**config.mk**
```make
export PLATFORM = sky130hd
export DESIGN_NAME = evt_kernel_sequencer
export DESIGN_NICKNAME = d
export VERILOG_FILES = /design/src/rtl/evt_kernel_sequencer.sv
export SDC_FILE = /design/constraint.sdc
export NUM_CORES = 1
export LEC_CHECK = 0
export ABC_CLOCK_PERIOD_IN_PS = 2750
export BUFFER_PORTS_ARGS = -buffer_cell sky130_fd_sc_hd__buf_4
export CAP_MARGIN = 25
export CORE_MARGIN = 2
export CORE_UTILIZATION = 56
export CTS_CLUSTER_SIZE = 25
export DETAILED_ROUTE_END_ITERATION = 6
export PLACE_DENSITY = 0.95
export SLEW_MARGIN = 30
export SYNTH_ARGS = -nofsm -noshare
export SYNTH_HDL_FRONTEND = slang
export SYNTH_SLANG_ARGS = --single-unit
```
**constraint.sdc**
```tcl
create_clock -name clk_i -period 2.75 [get_ports clk_i]
set_input_delay 0.275 -clock clk_i [delete_from_list [all_inputs] [get_ports clk_i]]
set_output_delay 0.275 -clock clk_i [all_outputs]
set_load 0.005 [all_outputs]
```
**src/rtl/evt_kernel_sequencer.sv**
```systemverilog
// Event-driven kernel sweep sequencer: each accepted event triggers a row-major sweep over an 8x8 grid.
// Optional macro EVT_SEQ_SKIP_BORDER_EN restricts the sweep to the inner 6x6 (coordinates 1..6).
module evt_kernel_sequencer #(
    parameter int SEQ_ADDR_WIDTH  = 8,
    parameter int NEURON_ID_WIDTH = 8,
    parameter int CNT_WIDTH       = 16
) (
    input  logic                       clk_i,
    input  logic                       rst_ni,
    input  logic                       clk_en_i,
    input  logic                       clear_i,
    input  logic                       evt_valid_i,
    output logic                       evt_ready_o,
    input  logic [NEURON_ID_WIDTH-1:0] evt_addr_i,
    output logic                       seq_valid_o,
    input  logic                       seq_ready_i,
    output logic [SEQ_ADDR_WIDTH-1:0]  sequencer_addr_o,
    output logic [NEURON_ID_WIDTH-1:0] neuron_addr_o,
    output logic                       seq_last_o,
    output logic                       busy_o,
    output logic [CNT_WIDTH-1:0]       evt_count_o
);

    localparam int HALF = SEQ_ADDR_WIDTH / 2;

`ifdef EVT_SEQ_SKIP_BORDER_EN
    localparam logic [2:0] COORD_START = 3'd1;
    localparam logic [2:0] COORD_END   = 3'd6;
`else
    localparam logic [2:0] COORD_START = 3'd0;
    localparam logic [2:0] COORD_END   = 3'd7;
`endif

    typedef enum logic {
        IDLE  = 1'b0,
        SWEEP = 1'b1
    } state_e;

    state_e                       state_q, state_d;
    logic [2:0]                   x_q, x_d;
    logic [2:0]                   y_q, y_d;
    logic                         last_q, last_d;
    logic [NEURON_ID_WIDTH-1:0]   naddr_q, naddr_d;
    logic [CNT_WIDTH-1:0]         cnt_q, cnt_d;
    logic                         accept_s;
    logic                         beat_done_s;
    logic [SEQ_ADDR_WIDTH-1:0]    seq_addr_s;

    // Handshake decode shared by ready output and next-state logic
    always_comb begin
        beat_done_s = (state_q == SWEEP) && seq_ready_i;
        evt_ready_o = clk_en_i && !clear_i &&
                      ((state_q == IDLE) || (beat_done_s && last_q));
        accept_s    = evt_valid_i && evt_ready_o;
        seq_valid_o = clk_en_i && (state_q == SWEEP);
        busy_o      = (state_q == SWEEP);
    end

    // Next-state, coordinate advance, event latch and saturating counter
    always_comb begin
        state_d = state_q;
        x_d     = x_q;
        y_d     = y_q;
        naddr_d = naddr_q;
        cnt_d   = cnt_q;
        if (!clk_en_i) begin
            state_d = state_q;
        end else if (clear_i) begin
            state_d = IDLE;
            x_d     = 3'd0;
            y_d     = 3'd0;
            cnt_d   = '0;
        end else begin
            if (beat_done_s && last_q && (cnt_q != {CNT_WIDTH{1'b1}})) begin
                cnt_d = cnt_q + {{(CNT_WIDTH-1){1'b0}}, 1'b1};
            end else begin
                cnt_d = cnt_q;
            end
            if (accept_s) begin
                state_d = SWEEP;
                naddr_d = evt_addr_i;
                x_d     = COORD_START;
                y_d     = COORD_START;
            end else if (beat_done_s) begin
                // Final beat with no follow-on event: park on the last coordinate
                if (last_q) begin
                    state_d = IDLE;
                end else if (x_q == COORD_END) begin
                    x_d = COORD_START;
                    y_d = y_q + 3'd1;
                end else begin
                    x_d = x_q + 3'd1;
                end
            end else begin
                state_d = state_q;
            end
        end
        last_d = (x_d == COORD_END) && (y_d == COORD_END);
    end

    // State and output registers
    always_ff @(posedge clk_i or negedge rst_ni) begin
        if (!rst_ni) begin
            state_q <= IDLE;
            x_q     <= 3'd0;
            y_q     <= 3'd0;
            last_q  <= 1'b0;
            naddr_q <= '0;
            cnt_q   <= '0;
        end else begin
            state_q <= state_d;
            x_q     <= x_d;
            y_q     <= y_d;
            last_q  <= last_d;
            naddr_q <= naddr_d;
            cnt_q   <= cnt_d;
        end
    end

    // Pack coordinates into the halves of the sequencer address, upper bits zero
    always_comb begin
        seq_addr_s              = '0;
        seq_addr_s[2:0]         = x_q;
        seq_addr_s[HALF +: 3]   = y_q;
    end

    assign sequencer_addr_o = seq_addr_s;
    assign neuron_addr_o    = naddr_q;
    assign seq_last_o       = last_q;
    assign evt_count_o      = cnt_q;

endmodule
```
## Word level (Yosys, flattened, before mapping)

Cells that the tools add are included.
W data, S select, Z words.

- Multiply operators: 0
- Add/subtract/negate cells: 3
- Shift operators: 0
- Bitwise gates (word level): 2
- Magnitude comparators: 0
- Divide/modulo/power cells: 0
- Muxes and demuxes: 18
- Reduce and logical (&&, ||, !) cells: 16
- Equality and inequality tests: 4

Operators by type and width:

| kind | count |
|---|---|
| $mux W3 | 12 |
| $mux W16 | 2 |
| $add A16 B1 Y16 const B | 1 |
| $ne A16 B16 Y1 const B | 1 |
| $eq A3 B3 Y1 const B | 3 |
| $logic_and A1 B1 Y1 | 8 |
| $add A3 B1 Y3 const B | 2 |
| $reduce_and A3 Y1 | 2 |
| $reduce_bool A3 Y1 | 2 |
| $mux W1 | 4 |
| $not A1 Y1 | 2 |
| $reduce_and A2 Y1 | 1 |
| $reduce_bool A2 Y1 | 1 |
| $logic_not A1 Y1 | 1 |
| $logic_or A1 B1 Y1 | 1 |

- Word-level logic and storage cells: 49
- Latch bits: 0
- Register bits after elaboration: 32
- Input port bits: 14
- Output and inout port bits: 36
- Memory bits (read-only): 0
- Memories kept: 0
- Bits in writable memories: 0

## Depth between registers and ports, before layout

- Depth after elaboration: 10
- Gate-level depth with buffers: 6
- Depth with buffers taken out: 6

## Least setup slack after synthesis

OpenSTA, ideal clock, no wires.

- Path type: flip-flop to flip-flop
- Start point: reg state_q (netlist: busy_o)
- End point: reg cnt_q[5] (netlist: evt_count_o[5])
- Clock period less this slack: 1.663 ns
- Path buffers: 2
- Data required time: 2.672 ns
- Cell stages (with the launch flop): 7
- Setup time: 0.078 ns
- Setup slack: 1.087 ns
- Arrival time: 1.585 ns
- Path through: dfrtp_1 -> buf_4 -> nand4_4 -> or2_1 -> buf_6 -> or4_1 -> a21oi_1

- Longest elaborated chain between the ends: 5

Ends and longest elaborated chain:

| what | RTL line | RTL |
|---|---|---|
| from (decl) | 39 | `state_e state_q, state_d;` |
| from (signal assigned) | 111 | `state_q <= state_d;` |
| $logic_and A1 B1 Y1 | 51 | `beat_done_s = (state_q == SWEEP) && seq_ready_i;` |
| $logic_and A1 B1 Y1 (2 in a row) | 74 | `if (beat_done_s && last_q && (cnt_q != {CNT_WIDTH{1'b1}})) begin` |
| $reduce_bool A2 Y1 (no source line) | - |  |
| $reduce_and A2 Y1 (no source line) | - |  |
| to (signal assigned) | 116 | `cnt_q <= cnt_d;` |
| to (decl) | 44 | `logic [CNT_WIDTH-1:0] cnt_q, cnt_d;` |

Every way passes these cells.
A chain may end at the register's enable or synchronous reset.

## Worst setup path after layout

- Start point: reg cnt_q[0] (netlist: evt_count_o[0])
- End point: reg cnt_q[9] (netlist: evt_count_o[9])

- Longest elaborated chain between the ends: 4
- Elaborated cells between the ends (all ways): 7
- Classes of those cells: add/sub: 1; eq/ne: 1; mux: 2; reduce/logical: 3

Ends and longest elaborated chain:

| what |
|---|
| branches (longest 4 deep; another with $add A16 B1 Y16) |

Parallel ways; which one is timed is not known. The select of a mux whose other input is x is not followed.

==> out/results.txt <==
Final Critical Period: 1.978 ns
Max-cap violations: 0
P_sw: 0.2458 mW
Placement row count: 20
Synth Flop Type: dfrtp_1
Top-area cell type share of the netlist area: 44.91%
Fmax: 0.5056 GHz
Number of synthesized flops with an enable pin: 0
Number of synthesized register bits: 32
Via density: 5.936
CP endpoint kind: register
Endpoints failing hold: 0
Ant diodes: 0
Seq pwr share: 48.9%
# fillers: 238
Post-synthesis simple-gate area fraction: 23.79%
Io pins: 50
Critical path's largest stage delay: 0.61 ns
Reg-to-Reg End: evt_count_o[9]
CTS max path bufs: 2
CP cell instances: ha_1 -> nand3_1 -> nor4_2 -> buf_4 -> nor4_1 -> mux2i_1
DR iter-0 viols: 157
Xor/xnor cell area share of the yosys netlist: 0.9825%
Cell with the largest stage delay on the worst path: nor4_2
Count leader, synth: dfrtp_1
# hold bufs at CTS: 1
Detail Placement HPWL: 3.010 mm
Largest family of logic cells by synthesized area: simple AND/OR/NAND/NOR gates
Setup TNS: 0 ns
Pwr/cell area: 481.3 nW/um2
DP Area: 2135 um2
Worst-Margin Slew: 0.6099 ns
Synth Instances: 175
Reg2reg start: evt_count_o[0]
Rel. slew slack: 59.00%
Comb power frac: 13.6%
Antenna violations before repair: 0
CTS root buf: clkbuf_4
Final setup viols: 0
Vias after detailed routing: 1585
CTS Buf Count: 5
Delay-heaviest family, CP: simple AND/OR/NAND/NOR gates
Syn avg cell area: 10.19 um2
Unrepaired setup endpoints after global routing: no
Post-route insts no fill: 267
Fin crit share: 71.92%
DIE WIDTH: 60.43 um
Total Nets Final: 241
ANT nets after route: 0
Switching share of power: 22.80%
Hold EP: evt_count_o[1]
HP Class: in -> reg
Hold path cells: 2
Vias in the first global route: 1550
Core ar.: 3053 um2
Critical Path RT: 2.96 ns
Avg WL per Cell: 15.50 um
CTS clk-pin slew, worst paths: 0.10 ns
Starting Density: 58.40%
GPL Wtd Cong: 0.9264
Routed Wire Length: 4.139 mm
Fin area: 2240 um2
Post-CTS Setup Bufs: 0
Leakage power: 1.017 nW
Clk_skew: 0.01517 ns
Worst Reg2Reg Path Length in Cells: 6
Buf/Inv on CP: 1
GRT overflow: 0
Area of the die: 3651 um2
Status: complete, no violations
H-tree Lvls: 2
R2r setup slk: 0.77 ns
Largest net degree at the start of global routing: 33
Port Buf Inserts: 47
Fraction of registers with async set/reset: 100.0%
Post-CTS sizing: 0
Mux cell area share after synthesis: 7.298%
VDD IR max: 407.6 uV
Clock sink count: 32
Sequential element share of the synthesized area: 44.91%
CP Data Arrival Time: 2.19 ns
Worst hold start: clear_i
Startpoint type of the worst setup path: register
Synth area leaders: dfrtp_1 45%, mux2_2 5.1%, nand2_1 4.0%, ha_1 3.5%, nand3_1 3.4%
Area grow syn2layout: 25.61%
Pint: 0.8321 mW
Adder-Cell Fraction of Synth Area: 3.509%
Pre-antenna DRT Iters: 6
Clock power share: 37.5%
Yosys synthesis warning count: 0
Synth cell types: 44
Min Hold Slack: 0.1502 ns
Gr usage total: 24.78%
Most frequent cells after synthesis: 32 x dfrtp_1, 19 x nand2_1, 12 x nand3_1
Fraction of layout cells with a size suffix above 1: 32.29%
Mapped cell area: 1783 um2
Setup CP Type: reg -> reg
CTS tree: yes
CP Max Fanout: 8
Worst-Skew Late Latency: 0.35 ns
Die Ht: 60.43 um
Synth Area in Compound Gates: 14.46%
Top cell type by total area after synthesis: dfrtp_1
Global-route wire length before repair: 6.679 mm
Final routed DRC violation total: 0
Final-report max-slew violation count: 0
Placed cell count: 258
[worst max path at each step]
stage / slack (ns) / endpoint / cells after the start / from
3_3_place_gp: 0.87 / evt_count_o[3] / 6 / evt_count_o[0]
5_1_grt: 0.67 / evt_count_o[9] / 6 / evt_count_o[0]
2_1_floorplan: 1.09 / evt_count_o[5] / 6 / busy_o
6_report: 0.77 / evt_count_o[9] / 6 / evt_count_o[0]
4_1_cts: 0.77 / evt_count_o[9] / 6 / evt_count_o[0]
3_5_place_dp: 0.80 / evt_count_o[3] / 6 / evt_count_o[0]
[registers in the layout (all words and copies together), names as in the netlist]
signal,cells
busy_o,1
evt_count_o,16
neuron_addr_o,8
seq_last_o,1
x_q,3
y_q,3
[metrics by stage]
step	setup slack (ns)	total power [mW]	util, %
after floorplan	1.087	0.5946	-
after global placement	0.8664	0.6756	69.92
after detailed placement	0.8038	0.6836	69.92
after CTS	0.7697	1.089	73.36
after global routing	0.6697	1.127	73.36
final	0.7722	1.078	73.36
[kinds of logic after synthesis]
kind of cell               count (synthesis)
other                                      1
muxes                                     12
xor gates and xnor gates                   2
AOI/OAI and AO/OA                         36
buffers and inverters                     15
adders and majority gates                  5
and+or+nand+nor                           72
DFF                                       32
[cells in the final DEF (no fill, tap or decap), types with 4 or more instances in the layout]
cell type   n
nand2_1    19
o31ai_1     4
nor2_1      5
o41ai_1     6
inv_1       5
dfrtp_1    32
mux2_2      8
nand2b_1    6
nand3_1    12
nor4_1      4
clkbuf_4    5
a21oi_1    10
ha_1        5
mux2i_1     4
buf_4      48
nand4_1     4
[cell type report]
cell class                 instances  area (um2)  share of cell area (%)
clock inverter                     1       30.03                   1.341
sequential                        32       800.8                   35.75
multi-input combinational        129       899.6                   40.17
tap                               44       55.05                   2.458
timing repair buffer              49       370.4                   16.54
inverter                           5       18.77                  0.8380
clock buffer                       7       65.06                   2.905
[power by group through the flow]
stage	Combinational, mW	Sequential (mW)	Clock, mW
global placement	0.142	0.533	0
global route	0.161	0.531	0.435
floorplan	0.0610	0.534	0
finish	0.146	0.527	0.405
CTS	0.149	0.527	0.414
detailed placement	0.148	0.536	0
[worst reg2reg max path, stage by stage, from the launching register on]
cell	delay, ns
dfrtp_1	0.42
ha_1	0.22
nand3_1	0.13
nor4_2	0.61
buf_4	0.26
nor4_1	0.06
mux2i_1	0.14
[per-layer routing]
metal	GRT usage, %	routed length, um	up-vias
li1	-	-	752
met1	28.32	1713	755
met2	42.24	2101	73
met3	8.955	290	5
met4	10.25	34	0
met5	0	0	-
(Power assumes the default switching activity.)
